$ cat config.mk
export PLATFORM = sky130hd
export DESIGN_NAME = branch_resolution_controller_flat
export DESIGN_NICKNAME = d
export VERILOG_FILES = /design/src/rtl/branch_resolution_controller_if.sv /design/src/rtl/branch_resolution_controller.sv /design/src/flat_wrapper.sv
export SDC_FILE = /design/constraint.sdc
export NUM_CORES = 1
export LEC_CHECK = 0
export ABC_AREA = 1
export BUFFER_PORTS_ARGS = -buffer_cell sky130_fd_sc_hd__buf_2
export CORE_MARGIN = 2
export CORE_UTILIZATION = 29
export CTS_BUF_LIST = sky130_fd_sc_hd__clkbuf_4 sky130_fd_sc_hd__clkbuf_8 sky130_fd_sc_hd__clkbuf_16
export DETAILED_ROUTE_END_ITERATION = 7
export PLACE_DENSITY_LB_ADDON = 0.1
export SLEW_MARGIN = 20
export SYNTH_ARGS = -nofsm -noshare
export SYNTH_HDL_FRONTEND = slang
export SYNTH_SLANG_ARGS = --single-unit
$ cat constraint.sdc
create_clock -name clk -period 1.6 [get_ports clk]
set_clock_uncertainty 0.05 [all_clocks]
set_input_delay 0.08 -clock clk [delete_from_list [all_inputs] [get_ports clk]]
set_output_delay 0.08 -clock clk [all_outputs]
set_load 0.005 [all_outputs]
$ cat src/rtl/branch_resolution_controller_if.sv
// ID-stage branch resolution bus: decoded Bicc fields, flags and hazard inputs
// in one direction, stall/resolve/annul controls in the other.
interface branch_resolution_controller_if;
   logic       ID_branch_instr;
   logic [3:0] ID_cond;
   logic       ID_annul;
   logic [3:0] flags_in;
   logic       EX_modcc;
   logic       pipe_hold;
   logic       stall_out;
   logic       resolve_valid;
   logic       branch_taken;
   logic       annul_slot;
   logic       dcti_error;
   logic       busy;

   modport master (
      output ID_branch_instr, ID_cond, ID_annul, flags_in, EX_modcc, pipe_hold,
      input  stall_out, resolve_valid, branch_taken, annul_slot, dcti_error, busy
   );

   modport slave (
      input  ID_branch_instr, ID_cond, ID_annul, flags_in, EX_modcc, pipe_hold,
      output stall_out, resolve_valid, branch_taken, annul_slot, dcti_error, busy
   );
endinterface

$ cat src/rtl/branch_resolution_controller.sv
// Resolves Bicc branches in ID: waits out icc hazards, evaluates the condition,
// selects the PC, annuls the delay slot and flags illegal DCTI couples.
module branch_resolution_controller #(
   parameter int CC_LATENCY = 1
) (
   input logic                         clk,
   input logic                         reset,
   branch_resolution_controller_if.slave bus
);
   localparam int CNT_W = $clog2(CC_LATENCY) + 1;

   typedef enum logic [1:0] {
      IDLE       = 2'd0,
      CC_WAIT    = 2'd1,
      DELAY_SLOT = 2'd2
   } state_t;

   state_t           state_r;
   state_t           next_state_s;
   logic [CNT_W-1:0] count_r;
   logic             slot_annulled_r;
   logic             hazard_s;
   logic             needs_cc_s;
   logic             taken_s;
   logic             stall_s;
   logic             resolve_s;
   logic             annul_s;
   logic             dcti_s;

   // Codes 1xxx are the complements of 0xxx, which also turns "never" into "always".
   function automatic logic cond_eval(input logic [3:0] cond, input logic [3:0] icc);
      logic base;
      case (cond[2:0])
         3'b000:  base = 1'b0;
         3'b001:  base = icc[2];
         3'b010:  base = icc[2] | (icc[3] ^ icc[1]);
         3'b011:  base = icc[3] ^ icc[1];
         3'b100:  base = icc[0] | icc[2];
         3'b101:  base = icc[0];
         3'b110:  base = icc[3];
         3'b111:  base = icc[1];
         default: base = 1'b0;
      endcase
      return cond[3] ? ~base : base;
   endfunction

   assign hazard_s   = bus.EX_modcc | (count_r != {CNT_W{1'b0}});
   assign needs_cc_s = (bus.ID_cond[2:0] != 3'b000);
   assign taken_s    = cond_eval(bus.ID_cond, bus.flags_in);

   // Cycles remaining until the icc written by EX becomes visible on flags_in.
   always_ff @(posedge clk) begin
      if (reset) begin
         count_r <= {CNT_W{1'b0}};
      end else if (!bus.pipe_hold && bus.EX_modcc) begin
         count_r <= CNT_W'(CC_LATENCY - 1);
      end else if (!bus.pipe_hold && (count_r != {CNT_W{1'b0}})) begin
         count_r <= count_r - CNT_W'(1);
      end else begin
         count_r <= count_r;
      end
   end

   // State register plus the annulled-slot flag captured at resolve.
   always_ff @(posedge clk) begin
      if (reset) begin
         state_r         <= IDLE;
         slot_annulled_r <= 1'b0;
      end else begin
         state_r         <= next_state_s;
         slot_annulled_r <= resolve_s ? annul_s : slot_annulled_r;
      end
   end

   // Next-state and Mealy outputs; resolution happens in the cycle it is decided.
   always_comb begin
      next_state_s = state_r;
      stall_s      = 1'b0;
      resolve_s    = 1'b0;
      dcti_s       = 1'b0;
      if (reset) begin
         next_state_s = IDLE;
      end else if (bus.pipe_hold) begin
         stall_s = (state_r == CC_WAIT) & hazard_s;
      end else begin
         case (state_r)
            IDLE: begin
               if (bus.ID_branch_instr && hazard_s && needs_cc_s) begin
                  stall_s      = 1'b1;
                  next_state_s = CC_WAIT;
               end else if (bus.ID_branch_instr) begin
                  resolve_s    = 1'b1;
                  next_state_s = DELAY_SLOT;
               end else begin
                  next_state_s = IDLE;
               end
            end
            CC_WAIT: begin
               stall_s = hazard_s;
               if (!hazard_s) begin
                  resolve_s    = 1'b1;
                  next_state_s = DELAY_SLOT;
               end else begin
                  next_state_s = CC_WAIT;
               end
            end
            DELAY_SLOT: begin
               dcti_s       = bus.ID_branch_instr & ~slot_annulled_r;
               next_state_s = IDLE;
            end
            default: begin
               next_state_s = IDLE;
            end
         endcase
      end
   end

   assign annul_s = resolve_s & bus.ID_annul & (~taken_s | (bus.ID_cond == 4'b1000));

   assign bus.stall_out     = stall_s;
   assign bus.resolve_valid = resolve_s;
   assign bus.branch_taken  = resolve_s & taken_s;
   assign bus.annul_slot    = annul_s;
   assign bus.dcti_error    = dcti_s;
   assign bus.busy          = (state_r != IDLE);
endmodule

$ cat src/flat_wrapper.sv
// flat-port wrapper written by rule: the top's interface ports become plain ports
module branch_resolution_controller_flat 
#(
   parameter int CC_LATENCY = 1
)
  (clk, reset, bus_ID_branch_instr, bus_ID_cond, bus_ID_annul, bus_flags_in, bus_EX_modcc, bus_pipe_hold, bus_stall_out, bus_resolve_valid, bus_branch_taken, bus_annul_slot, bus_dcti_error, bus_busy);
  branch_resolution_controller_if bus_i ();
  input logic clk;
  input logic reset;
  input wire logic [$bits(bus_i.ID_branch_instr)-1:0] bus_ID_branch_instr;
  input wire logic [$bits(bus_i.ID_cond)-1:0] bus_ID_cond;
  input wire logic [$bits(bus_i.ID_annul)-1:0] bus_ID_annul;
  input wire logic [$bits(bus_i.flags_in)-1:0] bus_flags_in;
  input wire logic [$bits(bus_i.EX_modcc)-1:0] bus_EX_modcc;
  input wire logic [$bits(bus_i.pipe_hold)-1:0] bus_pipe_hold;
  output wire logic [$bits(bus_i.stall_out)-1:0] bus_stall_out;
  output wire logic [$bits(bus_i.resolve_valid)-1:0] bus_resolve_valid;
  output wire logic [$bits(bus_i.branch_taken)-1:0] bus_branch_taken;
  output wire logic [$bits(bus_i.annul_slot)-1:0] bus_annul_slot;
  output wire logic [$bits(bus_i.dcti_error)-1:0] bus_dcti_error;
  output wire logic [$bits(bus_i.busy)-1:0] bus_busy;
  assign bus_i.ID_branch_instr = bus_ID_branch_instr;
  assign bus_i.ID_cond = bus_ID_cond;
  assign bus_i.ID_annul = bus_ID_annul;
  assign bus_i.flags_in = bus_flags_in;
  assign bus_i.EX_modcc = bus_EX_modcc;
  assign bus_i.pipe_hold = bus_pipe_hold;
  assign bus_stall_out = bus_i.stall_out;
  assign bus_resolve_valid = bus_i.resolve_valid;
  assign bus_branch_taken = bus_i.branch_taken;
  assign bus_annul_slot = bus_i.annul_slot;
  assign bus_dcti_error = bus_i.dcti_error;
  assign bus_busy = bus_i.busy;
  branch_resolution_controller #(.CC_LATENCY(CC_LATENCY)) u_core (.clk(clk), .reset(reset), .bus(bus_i));
endmodule
==> reports/metrics.csv <==
metric,value,unit
WL final,928,um
Crit path largest cell delay,320,ps
top post-synthesis cells by area,"dfxtp_1 19%, nand2_1 12%, inv_1 11%",
Post-Syn Nets,82,
area grow syn2layout,37.0,%
root buffer cell,clkbuf_4,
Post-synth EDFFs,0,
period utilization,0.920,
gr usage total,0.119,
critical path arrival,1340,ps
TritonRoute pass-1 iters,2,
Switch Pwr,109,uW
reg2reg path depth,9,
Critical Path RT,1470,ps
Setup crit start kind,flop,
vias in the first global route,445,
Final GP Congestion,0.676,
final net count,108,
initial core utilization,0.317,
Pleak,0.000330,uW
antenna-violating nets left,0,
fin crit period,1470,ps
hpwl dp,751,um
largest net degree at the start of global routing,7,
share of power burned in combinational logic,0.338,
CTS Buf Count,3,
Max-Cap Viols,0,
Via-to-Cell Ratio,4.35,
Slew HR,0.867,
register area share after synthesis,0.189,
"Top cell by count, worst path",nand2_2,
count of yosys warnings during synthesis,0,
dominant synthesized flop cell,dfxtp_1,
share of layout cells above drive strength 1,0.478,
clock share of power,0.350,
Synth area leader,dfxtp_1,
antenna fix cells,0,
Setup TNS,0,ps
"critical path, cell by cell",inv_2 > nand2_2 > nor2_2 > nand2_2 > nand2_2 > nand3_4 > nor2_4 > nand3_2 > inv_1 > buf_2,
Net Sw Frac,0.315,
CTS sink cnt,4,
setup violators final,0,
register bit total from synthesis,4,
area of the multi-input gates,288,um^2
min-delay worst type,input port to flop,
Mapped Area,423,um^2
Least-Margin Pin Slew,198,ps
DRT iter0 DRCs,1,
Avg WL per Cell,8.67,um
crit end category,primary output,
first-pass GRT wire length,1700,um
die area,1780,um^2
row cnt,13,
# DRC,0,
unrepaired setup endpoints after global routing,false,
top cell type's share of synthesized area,0.189,
Max Slew Vio Count,0,
core box area,1330,um^2
I/O Buffers,19,
Critical-path top delay cell,dfxtp_1,
Worst-path clk slew,40,ps
Worst Hold Slack,12.7,ps
hold path cells,2,
critical path class,flop to primary output,
Final Hold Violating Endpoints,0,
Int Power,237,uW
hold buffer count at CTS,0,
Die Y,42.2,um
asr flop ratio synth,0,
Layout fillers,153,
pwr/cell area,596,nW/um^2
Cells after Synth,68,
num ports,20,
Reg area,80.1,um^2
CTS tree,yes,
post-synthesis average cell area,6.22,um^2
CP max FO,4,
total gr overflow,0,
initial antenna violation count,0,
Overall Power,345,uW
Vias,465,
post-synthesis cell type count,18,
die width,42.2,um
Clock Path Buffers,2,
sequential share of power,0.312,
max frequency,680,MHz
Peak VDD IR,0.000379,V
status,finished clean,
Worst-Skew Late Latency,230,ps
H-tree levels,1,
Yosys cell counts, types with 2 or more instances:
library cell and instances:
nor2_1 5, nand3_2 3, nor3_1 3, inv_1 12, a21oi_1 4, nand3_4 2, dfxtp_1 4, nand3_1 3
a21oi_2 2, nand2_1 14, nand2_2 6, inv_2 4
cells in the final DEF, fill, tap and decap left out, drive strengths merged:
master,instances
o21ai,2
a21oi,6
nor3,3
nor2,6
clkbuf,3
inv,16
buf,21
nand2,20
o31ai,1
and3,1
nand4,1
nand3,8
dfxtp,4
through the flow:
| step | cells | cell area (um^2) | utilization | setup slack (ps) |
|---|---|---|---|---|
| 2_1_floorplan | 68 | 423 | - | 470 |
| 3_3_place_gp | 102 | 537 | 0.402 | 345 |
| 3_5_place_dp | 102 | 537 | 0.402 | 316 |
| 4_1_cts | 105 | 559 | 0.419 | 66.4 |
| 5_1_grt | 107 | 579 | 0.434 | 6.58 |
| 6_report | 107 | 579 | 0.434 | 129 |
worst max-delay path, delay by kind of cell (launching register included):
kind / cells / cell delay (ps)
simple gates: 7 / 560
flops: 1 / 320
buf+inv: 3 / 240
routing by layer:
metal  vias to the layer above  GRT usage  routed length, um
met2                        11      0.188                419
met5                         -          0                  0
met1                       192      0.157                456
met4                         0     0.0563                  0
li1                        262          -                  -
met3                         0     0.0172                 52
registers in the layout (all words and copies together) (netlist names):
name	cells
u_core.count_r	1
u_core.slot_annulled_r	1
u_core.state_r	2
path summary, 6_finish.rpt:
path | start | to | slack, ps
max | u_core.state_r[0] | bus_annul_slot | 130
min | reset | u_core.slot_annulled_r | 10
max reg2reg | u_core.state_r[0] | u_core.slot_annulled_r | 420
min reg2reg | u_core.slot_annulled_r | u_core.slot_annulled_r | 420
kinds of logic after synthesis:
logic type | after synthesis | share of synthesized area
flip-flops | 4 | 0.189
AND/OR/NAND/NOR | 39 | 0.538
AO/OA/AOI/OAI | 9 | 0.130
buffers and inverters | 16 | 0.142
repair_timing:
| action | 4_1_cts | 5_1_grt |
|---|---|---|
| endpoints found under the setup margin | 0 | 1 |
| setup buffers | 0 | 2 |
| gates resized for setup | 0 | 2 |
power groups by stage:
stage | Clock [uW] | Sequential (uW) | Combinational (uW)
2_1_floorplan | 0 | 109 | 71.4
3_3_place_gp | 0 | 109 | 111
6_report | 121 | 108 | 117
5_1_grt | 137 | 108 | 134
3_5_place_dp | 0 | 109 | 110
4_1_cts | 125 | 108 | 111
area by class of cell:
class	instances	area share
Sequential cell	4	0.138
Clock buffer	3	0.0389
Tap cell	15	0.0324
Timing Repair Buffer	21	0.190
Inverter	16	0.104
Multi-Input combinational cell	48	0.497
No activity file was read; power rests on OpenSTA's default activity.
